<file path="src/rtl/pwm_capture_if.sv">
// pwm_capture_if: bundles the PWM input and the measurement result of
// pwm_capture.
//   pwm_in      : asynchronous PWM input (into the capture block)
//   high_time   : high cycles of the last complete period (saturated)
//   period      : cycles between the last two rising edges (saturated)
//   valid       : one-cycle strobe, result updated this cycle
//   overflow    : a counter saturated during the current result
//   timeout     : level, no edge seen for TIMEOUT cycles
//   stuck_level : synchronised input level captured when timeout asserted
// master = the capture block, slave = the consumer that drives pwm_in.
interface pwm_capture_if #(
  parameter int CNT_W = 16
);
  logic             pwm_in;
  logic [CNT_W-1:0] high_time;
  logic [CNT_W-1:0] period;
  logic             valid;
  logic             overflow;
  logic             timeout;
  logic             stuck_level;

  modport master (
    input  pwm_in,
    output high_time, period, valid, overflow, timeout, stuck_level
  );

  modport slave (
    output pwm_in,
    input  high_time, period, valid, overflow, timeout, stuck_level
  );
endinterface

</file>
<file path="src/rtl/pwm_capture.sv">
// pwm_capture: measures an incoming PWM waveform.
// pwm_in is synchronised, edges are detected, and clk cycles are counted
// for the high time and for the full rising-to-rising period. Each
// completed period is published with a one-cycle valid strobe. A stalled
// input (no edge for TIMEOUT cycles) raises the timeout level.
// Ports:
//   clk : system clock
//   rst : asynchronous active-high reset
//   bus : pwm_capture_if.master (pwm_in in; measurement results out)
// Parameters:
//   CNT_W       : width of high_time/period counters and outputs
//   SYNC_STAGES : pwm_in synchroniser depth, 2..4
//   TIMEOUT     : edge-free cycles before timeout, 1 .. 2^24-1
module pwm_capture #(
  parameter int CNT_W       = 16,
  parameter int SYNC_STAGES = 2,
  parameter int TIMEOUT     = 50000
) (
  input logic           clk,
  input logic           rst,
  pwm_capture_if.master bus
);

  typedef enum logic [1:0] {IDLE, HIGH, LOW} state_t;

  typedef struct packed {
    logic [CNT_W-1:0] high_time;
    logic [CNT_W-1:0] period;
    logic             overflow;
  } meas_t;

  localparam logic [CNT_W-1:0] CNT_MAX  = {CNT_W{1'b1}};
  localparam logic [CNT_W-1:0] CNT_ONE  = CNT_W'(1);
  localparam logic [23:0]      IDLE_LIM = 24'(TIMEOUT - 1);
  localparam logic [23:0]      IDLE_MAX = 24'hFF_FFFF;

  // input synchroniser and edge detect
  logic [SYNC_STAGES-1:0] sync_q;
  logic                   s, prev, rise, fall, edge_det;

  always_ff @(posedge clk or posedge rst) begin
    if (rst) begin
      sync_q <= '0;
      prev   <= 1'b0;
    end else begin
      sync_q <= {sync_q[SYNC_STAGES-2:0], bus.pwm_in};
      prev   <= s;
    end
  end

  assign s        = sync_q[SYNC_STAGES-1];
  assign rise     = s & ~prev;
  assign fall     = ~s & prev;
  assign edge_det = rise | fall;

  // measurement state
  state_t           state, state_nxt;
  logic [CNT_W-1:0] hi_cnt, hi_nxt, per_cnt, per_nxt;
  logic             ovf_acc, ovf_nxt;
  logic [23:0]      idle_cnt;
  logic             hi_sat, per_sat, tmo_hit, publish;
  logic [CNT_W-1:0] hi_inc, per_inc;

  // result registers
  meas_t meas_q;
  logic  valid_q, timeout_q, stuck_q;

  always_comb begin
    hi_sat  = (hi_cnt == CNT_MAX);
    per_sat = (per_cnt == CNT_MAX);
    hi_inc  = hi_sat  ? hi_cnt  : hi_cnt + CNT_ONE;
    per_inc = per_sat ? per_cnt : per_cnt + CNT_ONE;
    // an edge on the same cycle always beats the timeout
    tmo_hit = ~edge_det && (idle_cnt == IDLE_LIM);
  end

  always_ff @(posedge clk or posedge rst) begin
    if (rst) state <= IDLE;
    else     state <= state_nxt;
  end

  always_comb begin
    state_nxt = state;
    hi_nxt    = hi_cnt;
    per_nxt   = per_cnt;
    ovf_nxt   = ovf_acc;
    publish   = 1'b0;
    case (state)
      IDLE: begin
        // only a rise opens a measurement; a fall here is just an edge
        if (rise) begin
          state_nxt = HIGH;
          hi_nxt    = CNT_ONE;
          per_nxt   = CNT_ONE;
          ovf_nxt   = 1'b0;
        end
      end
      HIGH: begin
        per_nxt = per_inc;
        ovf_nxt = ovf_acc | per_sat;
        if (fall) begin
          // hi_cnt already holds the full high count on the fall cycle
          state_nxt = LOW;
        end else begin
          hi_nxt  = hi_inc;
          ovf_nxt = ovf_acc | per_sat | hi_sat;
        end
      end
      LOW: begin
        if (rise) begin
          // closing rise: publish and open the next period on one edge.
          // No increment happens on this edge, so ovf_acc is complete.
          publish   = 1'b1;
          state_nxt = HIGH;
          hi_nxt    = CNT_ONE;
          per_nxt   = CNT_ONE;
          ovf_nxt   = 1'b0;
        end else begin
          per_nxt = per_inc;
          ovf_nxt = ovf_acc | per_sat;
        end
      end
      default: state_nxt = IDLE;
    endcase
    // a stalled input abandons any open measurement
    if (tmo_hit) state_nxt = IDLE;
  end

  always_ff @(posedge clk or posedge rst) begin
    if (rst) begin
      hi_cnt   <= '0;
      per_cnt  <= '0;
      ovf_acc  <= 1'b0;
      idle_cnt <= '0;
    end else begin
      hi_cnt   <= hi_nxt;
      per_cnt  <= per_nxt;
      ovf_acc  <= ovf_nxt;
      if (edge_det)                 idle_cnt <= '0;
      else if (idle_cnt != IDLE_MAX) idle_cnt <= idle_cnt + 24'd1;
    end
  end

  always_ff @(posedge clk or posedge rst) begin
    if (rst) begin
      meas_q    <= '0;
      valid_q   <= 1'b0;
      timeout_q <= 1'b0;
      stuck_q   <= 1'b0;
    end else begin
      valid_q <= publish;
      if (publish) begin
        meas_q.high_time <= hi_cnt;
        meas_q.period    <= per_cnt;
        meas_q.overflow  <= ovf_acc;
      end
      if (edge_det) begin
        timeout_q <= 1'b0;
      end else if (tmo_hit) begin
        timeout_q <= 1'b1;
        stuck_q   <= s;
      end
    end
  end

  assign bus.high_time   = meas_q.high_time;
  assign bus.period      = meas_q.period;
  assign bus.overflow    = meas_q.overflow;
  assign bus.valid       = valid_q;
  assign bus.timeout     = timeout_q;
  assign bus.stuck_level = stuck_q;

endmodule
</file>
<file path="src/flat_wrapper.sv">
// flat-port wrapper written by rule: the top's interface ports become plain ports
module pwm_capture_flat 
#(
  parameter int CNT_W       = 16,
  parameter int SYNC_STAGES = 2,
  parameter int TIMEOUT     = 50000
)
  (clk, rst, bus_pwm_in, bus_high_time, bus_period, bus_valid, bus_overflow, bus_timeout, bus_stuck_level);
  pwm_capture_if #(.CNT_W(CNT_W)) bus_i ();
  input logic clk;
  input logic rst;
  input wire logic [$bits(bus_i.pwm_in)-1:0] bus_pwm_in;
  output wire logic [$bits(bus_i.high_time)-1:0] bus_high_time;
  output wire logic [$bits(bus_i.period)-1:0] bus_period;
  output wire logic [$bits(bus_i.valid)-1:0] bus_valid;
  output wire logic [$bits(bus_i.overflow)-1:0] bus_overflow;
  output wire logic [$bits(bus_i.timeout)-1:0] bus_timeout;
  output wire logic [$bits(bus_i.stuck_level)-1:0] bus_stuck_level;
  assign bus_i.pwm_in = bus_pwm_in;
  assign bus_high_time = bus_i.high_time;
  assign bus_period = bus_i.period;
  assign bus_valid = bus_i.valid;
  assign bus_overflow = bus_i.overflow;
  assign bus_timeout = bus_i.timeout;
  assign bus_stuck_level = bus_i.stuck_level;
  pwm_capture #(.CNT_W(CNT_W), .SYNC_STAGES(SYNC_STAGES), .TIMEOUT(TIMEOUT)) u_core (.clk(clk), .rst(rst), .bus(bus_i));
endmodule
</file>
<file path="config.mk">
export PLATFORM = sky130hd
export DESIGN_NAME = pwm_capture_flat
export DESIGN_NICKNAME = d
export VERILOG_FILES = /design/src/rtl/pwm_capture_if.sv /design/src/rtl/pwm_capture.sv /design/src/flat_wrapper.sv
export SDC_FILE = /design/constraint.sdc
export NUM_CORES = 1
export LEC_CHECK = 0
export ABC_AREA = 1
export CAP_MARGIN = 20
export CORE_MARGIN = 2
export CORE_UTILIZATION = 31
export CTS_CLUSTER_SIZE = 10
export DETAILED_ROUTE_END_ITERATION = 6
export PLACE_DENSITY = 0.53
export SLEW_MARGIN = 20
export SYNTH_ARGS = -nofsm -noshare
export SYNTH_HDL_FRONTEND = slang
export SYNTH_SLANG_ARGS = --single-unit
</file>
<file path="constraint.sdc">
create_clock -name clk -period 4.02 [get_ports clk]
set_clock_uncertainty 0.1 [all_clocks]
set_input_delay 0.603 -clock clk [delete_from_list [all_inputs] [get_ports clk]]
set_output_delay 0.603 -clock clk [all_outputs]
set_load 0.03 [all_outputs]
</file>
# After elaboration in Yosys (flattened, before gate mapping)
# Cells that the tools add are included.
# op_classes
n_addsub,3
n_eq_ne,12
mux,21
n_bitwise,8
reduce_logical,11
# op_table
op,n
two-way mux 16 bit,5
two-way mux 24 bit,2
one-hot mux 16 bit (3 select lines),1
adder 16 x 1 -> 16 bit (second input constant),2
== test 16 bit (second input constant),2
one-hot mux 16 bit (2 select lines),1
adder 24 x 1 -> 24 bit (second input constant),1
== test 24 x 16 -> 1 bit (second input constant),1
!= test 24 bit (second input constant),1
two-way mux 1 bit,7
two-way mux 2 bit,3
!= test 3 x 1 -> 1 bit (second input constant),2
AND reduction 2 bit,3
nonzero test 2 bit,3
!= test 2 x 1 -> 1 bit (second input constant),2
!= test 2 bit (second input constant),2
one-hot mux 2 bit (2 select lines),1
AND reduction 4 bit,1
NOT 1 bit,3
OR 1 bit,3
one-hot mux 1 bit (3 select lines),1
nonzero test 3 bit,1
bitwise AND 1 bit,2
== test 2 x 1 -> 1 bit (second input constant),1
4 further kinds,4
# totals
ff_bits,98
inputBits,3
out_inout_bits,36
elab_cells,68

# Longest topological paths before layout
# Gate-level depths: netlist of the first run.
# depth
word_depth,7
ltp_mapped,12
ltp_nobuf,12

# Least setup slack after synthesis of the first run
# No wires, ideal clock.
# synth_path
path_type,register -> register
startpoint,register u_core.state[0]
endpoint,register u_core.hi_cnt[2]
setup_time_ns,0.118
arrival_ns,1.518
required_time_ns,3.802
slack_ns,2.284
path_stages_with_launch,10
path_buffers,1
synth_period_minus_slack_ns,1.736
path_cell_list,dfrtp_1 inv_1 ha_1 nor2_1 nand2_1 o21ai_0 nand2_4 buf_6 nand2_1 o21ai_2
# synth_via
elab_chain_cells,4
word_cells_on_any_way,10
classes_between,5 x eq/ne; 1 x mux; 4 x reduce/logical
# synth_rtl
element,line,source
from (decl),pwm_capture.sv:57,"state_t state, state_nxt;"
from (signal assigned),pwm_capture.sv:79,else state <= state_nxt;
== test 2 bit or zero test 2 bit (tied branches),pwm_capture.sv:88,case (state)
OR reduction 2 bit (no line),-,
!= test 2 x 1 -> 1 bit (no line) or nonzero test 2 bit (tied branches),-,
AND reduction 4 bit (no line),-,
to (signal assigned),pwm_capture.sv:136,hi_cnt <= hi_nxt;
to (decl),pwm_capture.sv:58,"logic [CNT_W-1:0] hi_cnt, hi_nxt, per_cnt, per_nxt;"
# Parallel ways exist; a longest one is shown, timed or not.
# A chain may end at the register's enable or synchronous reset.

# Final worst setup path of the first run
# layout_path
startpoint,register u_core.state[0]
endpoint,register u_core.hi_cnt[7]
# Same word-level chain as after synthesis.

==> impl_results.md, run 1 <==
* Vias per cell at approximately 4.5
* Startpoint-to-endpoint class of the critical path: reg2reg
* Final worst-path cycle share at 62.99%
* Worst Hold Class: reg2reg
* Remaining antenna violation count at 0
* Final net count at roughly 750
* Die X at 133.5 um
* Count of fill cells added during filler insertion at around 1700
* Number of core rows at 47
* Achievable clock frequency at between 0.3 and 0.4 GHz
* Final WL at ~12000 um
* Number of distinct library cells after synthesis at 32
* Remaining design rule violation count at 0
* Setup repair after global routing missed its margin: no
* Final hold vios at 0
* Sink count of the clock tree at 98
* Critical path required time at around 4.2 ns
* Maximum number of pins on one net before global-route repair at between 40 and 50
* Largest area contributor in the synthesized netlist: sky130_fd_sc_hd__dfrtp_1
* Largest voltage drop on the vdd net at 0.0002333 V
* Gate count of the mapped netlist at roughly 700
* Clock latency of the later-clocked register in the worst-skew pair at 0.35 ns
* Startpoint kind of the worst setup timing path: register
* Inserted Diodes at 0
* Total of cells resized after clock tree synthesis at 0
* Initial standard-cell utilization of the core at 31.60%
* Power Density at 454.3 mW/mm^2
* Most numerous cell in the Yosys netlist: sky130_fd_sc_hd__nand2_1
* Total power at around 0.0028 W
* Detailed placer's ending HPWL at about 8700 um
* Util after Layout at 37.22%
* Placed cells at 944
* Cell types with the largest area share after synthesis: sky130_fd_sc_hd__dfrtp_1, sky130_fd_sc_hd__nand2_1, sky130_fd_sc_hd__inv_1
* Average size of a mapped cell at between 7 and 8 um^2
* Number of flip-flops and latches in the synthesized netlist at between 90 and 100
* Synthesized area at roughly 0.0052 mm^2
* Number of standard cells in the layout, taps in and fillers out at 960
* Grt total ovfl at 0
* Final Wtd Congestion at 0.8514
* Max transition margin at just under 40%
* Syn-to-layout area delta at 17.80%
* Synthesis Warnings at 0
* Core box area at ~0.016 mm^2
* Setup Buffers After CTS at 0
* Worst-margin pin slew at 0.9056 ns
* Number of buffers inserted by port buffering at 38
* Post-CTS clock slew at the launch and capture registers of the worst setup and hold paths at 0.07 ns
* Layout cells sized above 1 at 7.162%
* Cts bufs inserted at 9
* Post-route minimum period at ~2.5 ns
* Drt initial violations at 250
* Net count of the mapped netlist at 709
* Critical path endpoint category: register
* Clock tree buffer depth at 2
* Final count of pins violating max slew at 0
* Wire per inst at approximately 12 um
* Maximum fanout encountered on the critical timing path at 28
* Run status: completed
* CTS Hold Bufs at 0
* Top-area cell type share of the netlist area at around 47%
* Placed instance area at between 0.005 and 0.006 mm^2
* Setup_tns at 0 ns
* Number of search-and-repair iterations in the first detailed-routing pass at 4
* Leading cell types by count after synthesis: sky130_fd_sc_hd__nand2_1, sky130_fd_sc_hd__dfrtp_1, sky130_fd_sc_hd__inv_1
* Sequential cell area fraction in the yosys report at a little under half
* Overall routing resource usage at about 14%
* Number of top-level design ports at 39
* Final std cell area, no fill at 0.006128 mm^2
* Final setup violating endpoints at 0
* Global-route wire length before repair at approximately 21000 um
* Depth of the CTS H-tree at 3
* Clock tree from TritonCTS: yes
* Number of global-route vias before repair at roughly 4300
* Number of synthesized flops with an enable pin at 0
* Clk root buf: sky130_fd_sc_hd__clkbuf_16
* Share of flip-flops with an asynchronous set or reset at 100.0%
* Die area at 0.01783 mm^2
* Initial antenna violation count at 0
* Number of maximum-capacitance constraint violations at 0
* P_leak at ~2.8 nW
* Critical path data arrival time at 2.68 ns
* Y dimension of the die at about 130 um
* Post-synth top flop: sky130_fd_sc_hd__dfrtp_1
* Detailed-route via count at 4363
## layer usage
metal / up-vias / track usage, % / wire length (um)
met5: - / 0 / 0
met3: 16 / 2.435 / 278
met2: 57 / 21.74 / 5164
met4: 0 / 5.792 / 204
li1: 2298 / - / -
met1: 1992 / 20.39 / 6095
## sequential cells by signal, indices dropped and copies added, names as in the netlist, 2 cells and up
name                  count
u_core.sync_q             2
u_core.state              2
u_core.bus.high_time     16
u_core.hi_cnt            16
u_core.per_cnt           16
u_core.idle_cnt          24
u_core.bus.period        16
## through the flow
stage / hold slack [ns] / worst slack (ns)
after detailed placement: 0.2457 / 1.474
after CTS: 0.2610 / 1.474
after global placement: 0.2562 / 1.535
after global routing: 0.2700 / 1.162
after floorplan: 0.2312 / 0.7549
final: 0.2595 / 1.488
## worst paths after layout
kind | start | endpoint | slack (ns) | cells after the start
max | u_core.state[0] | u_core.hi_cnt[7] | 1.49 | 8
min | u_core.sync_q[0] | u_core.sync_q[1] | 0.26 | 0
max reg2reg | u_core.state[0] | u_core.hi_cnt[7] | 1.49 | 8
min reg2reg | u_core.sync_q[0] | u_core.sync_q[1] | 0.26 | 0
max in group asynchronous | rst | u_core.hi_cnt[1] | 2.47 | 3
min in group asynchronous | rst | u_core.bus.period[14] | 0.57 | 2
## cell families (layout without fill, tap and decap cells)
logic type	count (synthesis)	in the layout	synth area share (%)
xor+xnor	5	5	0.8417
simple gates	401	401	33.21
compound gates	80	80	8.418
fa+ha+maj	10	10	2.405
buf+inv	101	145	7.768
flops	98	98	47.14
mux	1	1	0.2164
## layout by cell type, fill, tap and decap left out, types with 2 or more instances in the layout
| cell | Yosys | final |
|---|---|---|
| sky130_fd_sc_hd__nand4_1 | 15 | 15 |
| sky130_fd_sc_hd__ha_1 | 10 | 10 |
| sky130_fd_sc_hd__nand3_1 | 60 | 60 |
| sky130_fd_sc_hd__clkbuf_16 | 0 | 9 |
| sky130_fd_sc_hd__nand2_1 | 212 | 211 |
| sky130_fd_sc_hd__nor2_1 | 68 | 68 |
| sky130_fd_sc_hd__o31ai_1 | 4 | 4 |
| sky130_fd_sc_hd__dfrtp_1 | 98 | 98 |
| sky130_fd_sc_hd__nand2_2 | 7 | 8 |
| sky130_fd_sc_hd__nand2_4 | 2 | 2 |
| sky130_fd_sc_hd__a21oi_1 | 11 | 11 |
| sky130_fd_sc_hd__inv_1 | 85 | 84 |
| sky130_fd_sc_hd__o21ai_2 | 5 | 5 |
| sky130_fd_sc_hd__xor2_1 | 5 | 5 |
| sky130_fd_sc_hd__buf_4 | 1 | 4 |
| sky130_fd_sc_hd__nor2_2 | 4 | 4 |
| sky130_fd_sc_hd__clkinvlp_4 | 0 | 2 |
| sky130_fd_sc_hd__nor4_1 | 3 | 3 |
| sky130_fd_sc_hd__or2_2 | 10 | 10 |
| sky130_fd_sc_hd__o21ai_0 | 56 | 56 |
| sky130_fd_sc_hd__nor3_1 | 16 | 16 |
| sky130_fd_sc_hd__clkdlybuf4s50_1 | 0 | 38 |
| sky130_fd_sc_hd__nand3b_1 | 4 | 4 |
## where the power goes
group          internal, W  switching, W  total (W)  leakage (nW)
Combinational     0.000226      0.000525   0.000751          1.31
Sequential         0.00106     0.0000714    0.00113          1.34
Clock             0.000507      0.000393   0.000900         0.147
Total              0.00179      0.000990    0.00278          2.79
## cell type report
cell class                 instances  area (um^2)  area share (%)
sequential                        98         2452           40.02
multi-input combinational        497         2349           38.32
timing repair buffer              42        410.4           6.697
inverter                          87        329.1           5.370
tap                              220        275.3           4.492
clock buffer                      10        239.0           3.900
clock inverter                     6        73.82           1.205
## critical path: stages, from the launching register on
cell                      delay [ns]
sky130_fd_sc_hd__dfrtp_1        0.39
sky130_fd_sc_hd__inv_1          0.09
sky130_fd_sc_hd__ha_1           0.25
sky130_fd_sc_hd__nor2_1         0.72
sky130_fd_sc_hd__o21ai_0        0.28
sky130_fd_sc_hd__nand2_4        0.32
sky130_fd_sc_hd__inv_1          0.13
sky130_fd_sc_hd__nand2_1        0.09
sky130_fd_sc_hd__nand2_1        0.05
Power figures use the tool's default switching activity.
==> run 2: changes to the inputs <==
==> constraint.sdc (replaced) <==
create_clock -name clk -period 2.5 [get_ports clk]
set_clock_uncertainty 0.1 [all_clocks]
set_input_delay 0.375 -clock clk [delete_from_list [all_inputs] [get_ports clk]]
set_output_delay 0.375 -clock clk [all_outputs]
set_load 0.03 [all_outputs]
==> run 2 against run 1 <==
Effect of this change: power up 58%; worst setup slack worse by 1.1 ns; die area is the same; non-clock buffer count up 2; combinational power rose by 65%; register-to-register slack worse by 1.1 ns; flip-flop and latch count did not move; critical path type unchanged.
==> impl_results.md, run 2 (synthesis gave the netlist of run 1 again) <==
* Power Density at 716.5 mW/mm^2 (+58%)
* Top library cells by usage in the layout, fill and taps aside: sky130_fd_sc_hd__nand2_1, sky130_fd_sc_hd__dfrtp_1, sky130_fd_sc_hd__inv_1, sky130_fd_sc_hd__nor2_1, sky130_fd_sc_hd__nand3_1
* Y dimension of the die at 133.5 um (unchanged)
* Final setup violating endpoints at 0 (unchanged)
* Depth of the CTS H-tree at 3 (unchanged)
* Startpoint of the tightest hold check path: u_core.sync_q[0]
* Setup repair after global routing missed its margin: no
* Clk root buf: sky130_fd_sc_hd__clkbuf_16
* Startpoint kind of the worst setup timing path: register
* Final count of pins violating max slew at 0 (unchanged)
* Maximum number of pins on one net before global-route repair at 47 (+2.2%)
* CTS Hold Bufs at 0 (unchanged)
* Wire per inst at 12.66 um (+3.5%)
* Max FFs per register at 24 (unchanged)
* Final WL at 12180 um (+3.7%)
* Launch point of the worst reg-to-reg path: u_core.idle_cnt[0]
* Number of buffers inserted by port buffering at 38 (unchanged)
* Grt total ovfl at 0 (unchanged)
* Initial standard-cell utilization of the core at 31.60% (unchanged)
* Fraction of power consumed by combinational cells at 28.1% (+1.1 points)
* P_leak at 2.801 nW (+0.27%)
* Remaining antenna violation count at 0 (unchanged)
* Final worst-path cycle share at 86.45% (+23 points)
* Worst Slack Setup Final at 0.3388 ns (-1.149 ns)
* Worst-margin pin slew at 0.5229 ns (-0.3827 ns)
* Register with the highest flop count: u_core.idle_cnt
* Largest voltage drop on the vdd net at 0.0003323 V (+42%)
* Die area at 0.01783 mm^2 (unchanged)
* Number of search-and-repair iterations in the first detailed-routing pass at 5 (+1)
* Final hold vios at 0 (unchanged)
* Worst Hold Class: reg2reg
* Startpoint-to-endpoint class of the critical path: reg2reg
* Core box area at 0.01647 mm^2 (unchanged)
* Maximum fanout encountered on the critical timing path at 13 (-54%)
* Critical path endpoint category: register
* Util after Layout at 37.36% (+0.14 points)
* Run status: completed
* Number of maximum-capacitance constraint violations at 0 (unchanged)
* Die X at 133.5 um (unchanged)
* Setup_tns at 0 ns (unchanged)
* Vias per cell at 4.623 (+1.7%)
* Sink count of the clock tree at 98 (unchanged)
* Clock tree buffer depth at 2 (unchanged)
* Final net count at 750 (+0.27%)
* Max transition margin at 65.04% (+26 points)
* Inserted Diodes at 0 (unchanged)
* Count of fill cells added during filler insertion at 1769 (+1.8%)
* Critical path data arrival time at 2.35 ns (-0.33 ns)
* Setup Buffers After CTS at 0 (unchanged)
* Net switching power of the design at 0.001623 W (+64%)
* Critical Path Source: u_core.idle_cnt[0]
* Remaining design rule violation count at 0 (unchanged)
* Initial antenna violation count at 0 (unchanged)
* Placed instance area at 0.005869 mm^2 (+0.93%)
* Cts bufs inserted at 9 (unchanged)
* Critical path required time at 2.69 ns (-1.47 ns)
* Layout cells sized above 1 at 7.412% (+0.25 points)
* Final Wtd Congestion at 0.8878 (+4.3%)
* Total of cells resized after clock tree synthesis at 0 (unchanged)
* Proportion of power drawn by flip-flops and latches at 41.2% (+0.5 points)
* Clock tree from TritonCTS: yes
* Pint at 0.002786 W (+55%)
* Global-route wire length before repair at 20940 um (+0.10%)
* Achievable clock frequency at 0.4627 GHz (+17%)
* Post-CTS clock slew at the launch and capture registers of the worst setup and hold paths at 0.07 ns (about the same)
* Most common cell after layout, fill and taps aside: sky130_fd_sc_hd__nand2_1
* Drt initial violations at 343 (+37%)
* Detailed placer's ending HPWL at 9048 um (+4.6%)
* Clock network power share at 30.7% (-1.6 points)
* Detailed-route via count at 4447 (+1.9%)
* Minimum setup slack after placement at 0.3271 ns (-1.147 ns)
* Overall routing resource usage at 14.53% (+0.18 points)
* Final std cell area, no fill at 0.006152 mm^2 (+0.39%)
* Fraction of power spent switching nets at 36.81% (+1.3 points)
* Number of core rows at 47 (unchanged)
* Clock latency of the later-clocked register in the worst-skew pair at 0.35 ns (about the same)
* Post-route minimum period at 2.161 ns (-0.3711 ns)
* Number of top-level design ports at 39 (unchanged)
* Syn-to-layout area delta at 18.25%
* Number of global-route vias before repair at 4266 (+0.047%)
==> run 2: cell count changes in the layout (fill, tap and decap cells not counted) <==
cell                         delta
sky130_fd_sc_hd__clkbuf_8       -1
sky130_fd_sc_hd__clkinvlp_4     +1
sky130_fd_sc_hd__clkinv_2       +1
sky130_fd_sc_hd__inv_4          -1
sky130_fd_sc_hd__clkinv_4       -1
sky130_fd_sc_hd__buf_12         +3
sky130_fd_sc_hd__bufinv_16      -1
sky130_fd_sc_hd__inv_6          +2
sky130_fd_sc_hd__buf_4          -1
==> run 2: final timing paths <==
kind                       cells past startpoint  slack [ns]                 endpoint
max                                            8        0.34      u_core.idle_cnt[23]
min                                            0        0.26         u_core.sync_q[1]
max reg2reg                                    8        0.34      u_core.idle_cnt[23]
min reg2reg                                    0        0.26         u_core.sync_q[1]
max in group asynchronous                      3        1.40  u_core.bus.high_time[9]
min in group asynchronous                      2        0.31      u_core.idle_cnt[10]
==> run 2: layout make-up <==
type,count,area [um^2],share of cell area (%)
clock buffers,9,225.2,3.661
clock inverters,7,57.56,0.9355
inverters,87,330.3,5.369
multi-input cells,497,2349,38.17
flip-flops and latches,98,2452,39.86
well taps,220,275.3,4.474
repair buffers,44,462.9,7.525
==> run 2: through the flow <==
stage               hold WS (ns)  cells  total power [W]
global placement          0.2667    946         0.003097
floorplan                 0.2312    696         0.002773
CTS                       0.2766    962         0.004480
global route              0.2809    962         0.004739
detailed placement        0.2597    946         0.003100
finish                    0.2649    962         0.004408
==> run 2: power groups by stage <==
stage                     Sequential [W]  Clock, W  Combinational (W)
after floorplan                  0.00191         0           0.000861
after global placement           0.00185         0            0.00125
after detailed placement         0.00185         0            0.00125
after CTS                        0.00182   0.00140            0.00126
after global routing             0.00184   0.00147            0.00143
final                            0.00182   0.00135            0.00124
==> run 2: routing by layer <==
metal / global-route usage, % / vias up / share of wire, % / wire length (um)
met5: 0 / - / 0 / 0
li1: - / 2306 / - / -
met3: 2.283 / 23 / 2.9 / 357
met4: 6.738 / 0 / 2.7 / 330
met1: 19.76 / 2036 / 49 / 5975
met2: 22.77 / 82 / 45 / 5515
==> run 2: critical path, stage by stage (launching register included) <==
cell and delay [ns]:
sky130_fd_sc_hd__dfrtp_1 0.44, sky130_fd_sc_hd__ha_1 0.27, sky130_fd_sc_hd__nand3_1 0.12, sky130_fd_sc_hd__inv_1 0.12, sky130_fd_sc_hd__nand2_1 0.10, sky130_fd_sc_hd__nor2_1 0.12, sky130_fd_sc_hd__nand3_1 0.39, sky130_fd_sc_hd__buf_4 0.35
sky130_fd_sc_hd__nand2_1 0.08
==> run 3: changes to the inputs <==
--- a/config.mk
+++ b/config.mk
@@ -8,10 +8,10 @@
 export ABC_AREA = 1
 export CAP_MARGIN = 20
 export CORE_MARGIN = 2
-export CORE_UTILIZATION = 31
+export CORE_UTILIZATION = 50
 export CTS_CLUSTER_SIZE = 10
 export DETAILED_ROUTE_END_ITERATION = 6
-export PLACE_DENSITY = 0.53
+export PLACE_DENSITY = 0.75
 export SLEW_MARGIN = 20
 export SYNTH_ARGS = -nofsm -noshare
 export SYNTH_HDL_FRONTEND = slang
==> run 3 against run 2 <==
Effect of this change: sequential share of layout area up 1.2 points; count of clock-buffer cells in the layout stayed put; power fell by 3.9%; non-clock buffer count is 1 higher; utilization rose by 21 points; critical path depth is 2 higher; flip-flop and latch count stayed put; critical path type unchanged; register-to-register slack gained 0.12 ns.
==> impl_results.md, run 3 (synthesis gave the netlist of run 1 again) <==
* Run status: completed
* Final net count at 751 (+0.13%)
* Setup_tns at 0 ns (unchanged)
* Final Wtd Congestion at 0.9524 (+7.3%)
* Top library cells by usage in the layout, fill and taps aside: sky130_fd_sc_hd__nand2_1, sky130_fd_sc_hd__dfrtp_1, sky130_fd_sc_hd__inv_1, sky130_fd_sc_hd__nor2_1, sky130_fd_sc_hd__nand3_1
* Maximum fanout encountered on the critical timing path at 6 (-7)
* Die X at 106.0 um (-21%)
* Layout cells sized above 1 at 7.537% (+0.12 points)
* Worst-margin pin slew at 0.4368 ns (-0.08607 ns)
* Register area at 0.002452 mm^2 (unchanged)
* Number of buffers inserted by port buffering at 38 (unchanged)
* Clock tree from TritonCTS: yes
* Clock tree buffer depth at 2 (unchanged)
* P_leak at 2.776 nW (-0.91%)
* Sink count of the clock tree at 98 (unchanged)
* Worst reg-to-reg setup slack at 0.45 ns (+0.12 ns)
* Vias per cell at 5.245 (+13%)
* Cts bufs inserted at 9 (unchanged)
* Final setup violating endpoints at 0 (unchanged)
* CP endpoint: u_core.idle_cnt[0]
* Setup repair after global routing missed its margin: no
* Launch point of the worst reg-to-reg path: u_core.idle_cnt[0]
* Number of global-route vias before repair at 4374 (+2.5%)
* Setup Buffers After CTS at 0 (unchanged)
* CP Buf/Inv Count at 1 (-1)
* Capturing point of the worst reg2reg path: u_core.idle_cnt[0]
* Count of fill cells added during filler insertion at 927 (-48%)
* Global-route wire length before repair at 20580 um (-1.7%)
* Clk root buf: sky130_fd_sc_hd__clkbuf_8
* Total of cells resized after clock tree synthesis at 0 (unchanged)
* Number of top-level design ports at 39 (unchanged)
* Depth of the CTS H-tree at 3 (unchanged)
* Grt total ovfl at 0 (unchanged)
* Maximum number of pins on one net before global-route repair at 58 (+23%)
* Final count of pins violating max slew at 0 (unchanged)
* Power Density at 709.9 mW/mm^2 (-0.93%)
* Critical path endpoint category: register
* Max FFs per register at 24 (unchanged)
* Stages on worst setup path at 10 (+2)
* Number of core rows at 37 (-21%)
* Register with the highest flop count: u_core.idle_cnt
* List of cells traversed by the critical path: ha_1 -> nand2_1 -> inv_1 -> nand3_1 -> nor2_1 -> nand2_1 -> nor2_1 -> nand2_1 -> nand3_1 -> o21ai_0
* Critical path data arrival time at 2.19 ns (-0.16 ns)
* Final hold vios at 0 (unchanged)
* Y dimension of the die at 106.0 um (-21%)
* Number of search-and-repair iterations in the first detailed-routing pass at 5 (unchanged)
* Achievable clock frequency at 0.4888 GHz (+5.6%)
* Syn-to-layout area delta at 14.74%
* Startpoint-to-endpoint class of the critical path: reg2reg
* Core box area at 0.01023 mm^2 (-38%)
* Hold Worst Slack at 0.2510 ns (-0.01389 ns)
* Critical path required time at 2.65 ns (-0.04 ns)
* Util after Layout at 58.35% (+21 points)
* Area used by multi-input combinational logic at 0.002349 mm^2 (unchanged)
* Initial standard-cell utilization of the core at 50.85% (+19 points)
* Initial antenna violation count at 0 (unchanged)
* Detailed-route via count at 4610 (+3.7%)
* Highest cell delay on the worst timing path at 0.44 ns (about the same)
* Critical Path Source: u_core.idle_cnt[0]
* Final WL at 11910 um (-2.2%)
* Die area at 0.01124 mm^2 (-37%)
* Startpoint kind of the worst setup timing path: register
* Crit path max-delay family: simple AND/OR/NAND/NOR gates
* Crit path top cell by count: sky130_fd_sc_hd__nand2_1
* Post-CTS clock slew at the launch and capture registers of the worst setup and hold paths at 0.10 ns (+0.03 ns)
* Worst Hold Class: in2async
* Overall routing resource usage at 22.78% (+8.3 points)
* Cell at the slowest stage of the critical path: sky130_fd_sc_hd__dfrtp_1
* Inserted Diodes at 0 (unchanged)
* Post-route minimum period at 2.046 ns (-0.1154 ns)
* Final worst-path cycle share at 81.83% (-4.6 points)
* Clock latency of the later-clocked register in the worst-skew pair at 0.37 ns (+0.02 ns)
* Detailed placer's ending HPWL at 8843 um (-2.3%)
* Most common cell after layout, fill and taps aside: sky130_fd_sc_hd__nand2_1
* Max transition margin at 70.82% (+5.8 points)
* Remaining antenna violation count at 0 (unchanged)
* Depth of the worst register-to-register path at 10 (+2)
* Wire per inst at 13.55 um (+7.1%)
* CTS Hold Bufs at 0 (unchanged)
* Number of maximum-capacitance constraint violations at 0 (unchanged)
* Drt initial violations at 305 (-11%)
* Remaining design rule violation count at 0 (unchanged)
* Largest voltage drop on the vdd net at 0.0003052 V (-8.2%)
run 3: worst min path at each step:
stage,from,to,slack [ns],cells past startpoint
after floorplan,u_core.sync_q[0],u_core.sync_q[1],0.23,0
after global placement,u_core.sync_q[0],u_core.sync_q[1],0.23,0
after detailed placement,u_core.sync_q[0],u_core.sync_q[1],0.25,0
after CTS,rst,u_core.idle_cnt[14],0.26,2
after global routing,rst,u_core.idle_cnt[18],0.28,2
final,rst,u_core.idle_cnt[14],0.25,2
run 3: final cells by class:
cell class / instances / area share, %
clock buffer: 9 / 2.075
tap: 136 / 2.851
clock inverter: 7 / 1.656
sequential: 98 / 41.08
inverter: 87 / 5.533
timing repair buffer: 45 / 7.462
multi-input combinational: 497 / 39.34
run 3: routing by layer:
layer | global-route usage, % | vias to the layer above | wire length, um
met5 | 0 | - | 0
li1 | - | 2304 | -
met3 | 3.985 | 27 | 624
met2 | 34.52 | 134 | 5447
met4 | 10.53 | 0 | 297
met1 | 32.00 | 2145 | 5542
run 3: report_power, final:
group | switching (W) | total (W) | internal (W)
registers | 0.000115 | 0.00182 | 0.00171
clock network | 0.000589 | 0.00116 | 0.000575
logic | 0.000870 | 0.00125 | 0.000384
total | 0.00157 | 0.00424 | 0.00266
run 3: through the flow:
stage | power [W] | setup slack (ns) | cells | area, um^2
finish | 0.004237 | 0.4542 | 879 | 5969
CTS | 0.004264 | 0.4713 | 879 | 5969
global route | 0.004499 | 0.2674 | 879 | 5969
global placement | 0.003057 | 0.5849 | 863 | 5747
detailed placement | 0.003101 | 0.4952 | 863 | 5747
floorplan | 0.002773 | 0.7639 | 696 | 5206
run 3: worst reg2reg max path: stages (launching register included):
cell,delay [ns]
sky130_fd_sc_hd__dfrtp_1,0.44
sky130_fd_sc_hd__ha_1,0.26
sky130_fd_sc_hd__nand2_1,0.10
sky130_fd_sc_hd__inv_1,0.09
sky130_fd_sc_hd__nand3_1,0.14
sky130_fd_sc_hd__nor2_1,0.25
sky130_fd_sc_hd__nand2_1,0.12
sky130_fd_sc_hd__nor2_1,0.17
sky130_fd_sc_hd__nand2_1,0.10
sky130_fd_sc_hd__nand3_1,0.07
sky130_fd_sc_hd__o21ai_0,0.07
